**src/rtl/z_m_csa_seq_ctrl.sv**
```systemverilog
// Nibble-serial WIDTH-bit adder sequencer driving one shared 4-bit carry-select stage.
// Define Z_M_CSA_SUB_EN to add the 'sub' port (A - B via inverted B and carry-in of 1).
module z_m_csa_seq_ctrl #(
  parameter int WIDTH = 16
) (
  input  logic             clk,
  input  logic             rst_n,
  input  logic             start,
  input  logic [WIDTH-1:0] op_a,
  input  logic [WIDTH-1:0] op_b,
  input  logic             c_in,
`ifdef Z_M_CSA_SUB_EN
  input  logic             sub,
`endif
  output logic [3:0]       stg_a,
  output logic [3:0]       stg_b,
  output logic             stg_cin,
  input  logic [3:0]       stg_sum,
  input  logic             stg_cout,
  output logic             busy,
  output logic             done,
  output logic [WIDTH-1:0] result,
  output logic             c_out
);

  localparam int NIB = WIDTH / 4;
  localparam int IW  = (NIB > 1) ? $clog2(NIB) : 1;
  localparam logic [IW-1:0] LAST = IW'(NIB - 1);

  typedef enum logic [1:0] {
    IDLE = 2'd0,
    RUN  = 2'd1,
    DONE = 2'd2
  } state_t;

  state_t          state, state_nx;
  logic [IW-1:0]   idx;
  logic            carry;
  logic [WIDTH-1:0] op_a_r, op_b_r;
  logic [IW+1:0]   bit_base;
  logic            sub_sel;

`ifdef Z_M_CSA_SUB_EN
  assign sub_sel = sub;
`else
  assign sub_sel = 1'b0;
`endif

  // Bit offset of the current nibble.
  assign bit_base = {idx, 2'b00};

  always_ff @(posedge clk or negedge rst_n) begin
    if (!rst_n) state <= IDLE;
    else        state <= state_nx;
  end

  always_comb begin
    state_nx = state;
    unique case (state)
      IDLE:    if (start) state_nx = RUN;
      RUN:     if (idx == LAST) state_nx = DONE;
      DONE:    state_nx = IDLE;
      default: state_nx = IDLE;
    endcase
  end

  always_comb begin
    busy    = 1'b0;
    done    = 1'b0;
    stg_a   = '0;
    stg_b   = '0;
    stg_cin = 1'b0;
    unique case (state)
      RUN: begin
        busy    = 1'b1;
        stg_a   = op_a_r[bit_base +: 4];
        stg_b   = op_b_r[bit_base +: 4];
        stg_cin = carry;
      end
      DONE:    done = 1'b1;
      default: ;
    endcase
  end

  always_ff @(posedge clk or negedge rst_n) begin
    if (!rst_n) begin
      idx    <= '0;
      carry  <= 1'b0;
      op_a_r <= '0;
      op_b_r <= '0;
      result <= '0;
      c_out  <= 1'b0;
    end else begin
      unique case (state)
        IDLE: begin
          if (start) begin
            idx    <= '0;
            op_a_r <= op_a;
            op_b_r <= sub_sel ? ~op_b : op_b;
            carry  <= sub_sel ? 1'b1 : c_in;
            result <= '0;
            c_out  <= 1'b0;
          end
        end
        RUN: begin
          result[bit_base +: 4] <= stg_sum;
          carry <= stg_cout;
          if (idx == LAST) c_out <= stg_cout;
          else             idx   <= idx + 1'b1;
        end
        default: ;
      endcase
    end
  end

endmodule
```
**config.mk**
```make
export PLATFORM = sky130hd
export DESIGN_NAME = z_m_csa_seq_ctrl
export DESIGN_NICKNAME = d
export VERILOG_FILES = /design/src/rtl/z_m_csa_seq_ctrl.sv
export SDC_FILE = /design/constraint.sdc
export NUM_CORES = 1
export LEC_CHECK = 0
export ABC_AREA = 1
export CAP_MARGIN = 0
export CORE_MARGIN = 5
export CORE_UTILIZATION = 45
export CTS_CLUSTER_DIAMETER = 100
export DETAILED_ROUTE_END_ITERATION = 12
export DONT_BUFFER_PORTS = 1
export PLACE_DENSITY = 0.58
export SKIP_CTS_REPAIR_TIMING = 1
export SLEW_MARGIN = 20
export SYNTH_ARGS = -nofsm -noshare
export SYNTH_HDL_FRONTEND = slang
export SYNTH_SLANG_ARGS = --single-unit
```
**constraint.sdc**
```tcl
create_clock -name clk -period 2.6 [get_ports clk]
set_input_delay 0.52 -clock clk [delete_from_list [all_inputs] [get_ports clk]]
set_output_delay 0.52 -clock clk [all_outputs]
set_load 0.02 [all_outputs]
```
==> metrics <==
layout cell share with drive strength beyond 1=9.422%; DRC=0; final WL=5805 µm; CTS Sinks=54; YS warnings=0; clk slew on worst S/H paths=0.09 ns; GRT Total Usage=16.51%; Worst Hold Class=in -> async; first-pass GRT wire length=9673 µm; status=complete, no violations; reg2reg end=result[8]$_DFFE_PN0P_; maximum clock rate=459.9 MHz; vias per cell=5.007; worst vdd ir=0.7271 mV; ant diodes=0; max-slew violation count=0; footprint of the multi-input gates=958.4 µm²; Worst-Margin Slew=0.4862 ns; final setup TNS=0 ns; FFs w/ async S/R, synth=100.0%; initial antenna violation count=0; fin crit share=83.63%; slew margin rel.=67.51%; row count=27; final hold vios=0; Critical Path Most Common Cell=buf_4; drt pass-1 iters=4; pin count of the biggest net entering global routing=55; Area growth, synth to finish=10.50%; Reg2Reg Depth=7; CP Depth=5; core area=5507 µm²; Clock Path Buffers=2; critical-path maximum fanout=13; post-synth cell types=18; FF-to-FF setup slack=0.75 ns; DR iter-0 viols=109; DPL Wire Length=4152 µm; Slowest Stage Delay on Critical Path=0.35 ns; Leak=0.001449 µW; Mean Syn Cell Area=7.969 µm²; Clock Latency Late Sink=0.31 ns; synthesized area=2550 µm²; unrepaired setup endpoints after global routing=no; Max-Cap Viols=0; Worst EP arrival=1.65 ns; Reg2Reg Launch Point=idx[1]$_DFFE_PN0P_; Die W=85.28 µm; skew final=0.004903 ns; sequential group share of total power=38.5%; Final setup viols=0; Mapped Cells=320; vias in the first global route=2048; Initial Util=46.31%; Comb pwr share=45.7%; IO Count=69; top_reg_cell synth=dfrtp_1; endpoint type of the worst setup path=output port; Seq/Total Area, Yosys=52.99%; CTS tree=yes; Layout Nets=375; clk root buf=clkbuf_8; I/O Buffers=0; Critical Path RT=2.08 ns; Crit-path slowest cell=clkinv_1; die area=7272 µm²; Fillers=550; global placement routability congestion=0.8086; GR Overflow Total=0; remaining antenna violation count=0; Net Switching=1580 µW; Startpoint Class=flop; critical path's top delay family=buffers and inverters; Num CTS Buffers=5; CP Class=reg -> out; sequential cell area=1351 µm²; Power Density=1280 nW/µm²; Post-synth EDFFs=0; Yosys reg bits=54; syn nets=367; H-Tree Depth=2; WP buf/inv=3; Final min period=2.174 ns; clock power share=15.7%; via count=2008; die height=85.28 µm; WHS=0.06369 ns; Sw Ratio=43.82%; Wirelength per Cell=14.48 µm; Pint=2025 µW; cells along the critical path=buf_4 > clkinv_1 > nand3_1 > a21oi_1 > buf_4
-- through the flow --
step	utilization, %	power [µW]	worst slack (ns)	cells	instance area, µm²
after floorplan	-	2590	0.8669	320	2550
after global placement	48.63	3023	0.7533	392	2678
after detailed placement	48.63	3053	0.7491	392	2678
after CTS	50.67	3630	0.3917	400	2790
after global routing	51.17	3924	0.2787	401	2818
final	51.17	3605	0.4256	401	2818
-- kinds of logic (layout without fill, tap and decap cells) --
family          count (synthesis)  in the layout  share of synthesized area (%)
compound gates                 48             48                          9.421
fa+ha+maj                       6              6                          2.944
buf+inv                        60             69                          9.421
flops                          54             54                          52.99
simple gates                  152            152                          25.22
-- worst max-delay path by stage --
| stage | from | endpoint | slack [ns] |
|---|---|---|---|
| finish | idx[1]$_DFFE_PN0P_ | stg_a[3] | 0.43 |
| global placement | idx[1]$_DFFE_PN0P_ | stg_a[3] | 0.75 |
| CTS | idx[1]$_DFFE_PN0P_ | stg_a[3] | 0.39 |
| floorplan | idx[0]$_DFFE_PN0P_ | stg_a[2] | 0.87 |
| detailed placement | idx[1]$_DFFE_PN0P_ | stg_a[3] | 0.75 |
| global route | idx[1]$_DFFE_PN0P_ | stg_a[0] | 0.28 |
-- flip-flops by register name, indices dropped and copies added, names as in the netlist --
signal	flops
op_b_r	16
result	16
op_a_r	16
idx	2
state	2
carry	1
c_out	1
-- synth_stat cells (4+ instances only) --
cell       n  area share (%)
a21oi_1    8             1.6
buf_2      9             1.8
clkbuf_1   4            0.59
dfrtp_1   54              53
ha_1       6             2.9
inv_1     41             6.0
inv_2      4            0.59
nand2_1   96              14
nand3_1   43             8.4
nor2_1     9             1.3
o21ai_0    8             1.6
o21ai_1   32             6.3
-- worst reg2reg max path: cells and delay by family, from the launching register on --
family / cells / cell delay [ns]
buf+inv: 2 / 0.55
fa+ha+maj: 1 / 0.49
simple gates: 4 / 0.41
flops: 1 / 0.33
-- area by class of cell --
| class | count | area share (%) |
|---|---|---|
| multi-input cells | 206 | 34.01 |
| flip-flops and latches | 54 | 47.96 |
| inverters | 46 | 6.128 |
| well taps | 72 | 3.197 |
| clock buffers | 5 | 2.442 |
| repair buffers | 15 | 4.707 |
| clock inverters | 3 | 1.554 |
-- metal layers --
metal  global-route usage (%)  wire (µm)
met2                    27.26       2739
met4                    3.741         19
met5                        0          0
met3                    5.243        371
met1                    21.16       2675
-- cells in the final DEF, fill, tap and decap left out, types with 4 or more instances in the layout --
cell	instances
dfrtp_1	54
o21ai_0	8
nand3_1	43
inv_1	41
a21oi_1	8
buf_4	14
o21ai_1	32
clkbuf_8	5
nor2_1	9
inv_2	4
ha_1	6
nand2_1	96
-- power groups by stage --
stage	Combinational (µW)	Clock (µW)	Sequential (µW)
floorplan	1200	0	1390
global placement	1620	0	1400
detailed placement	1640	0	1420
CTS	1650	587	1400
global route	1880	619	1420
finish	1650	567	1390
Power figures use the tool's default switching activity.
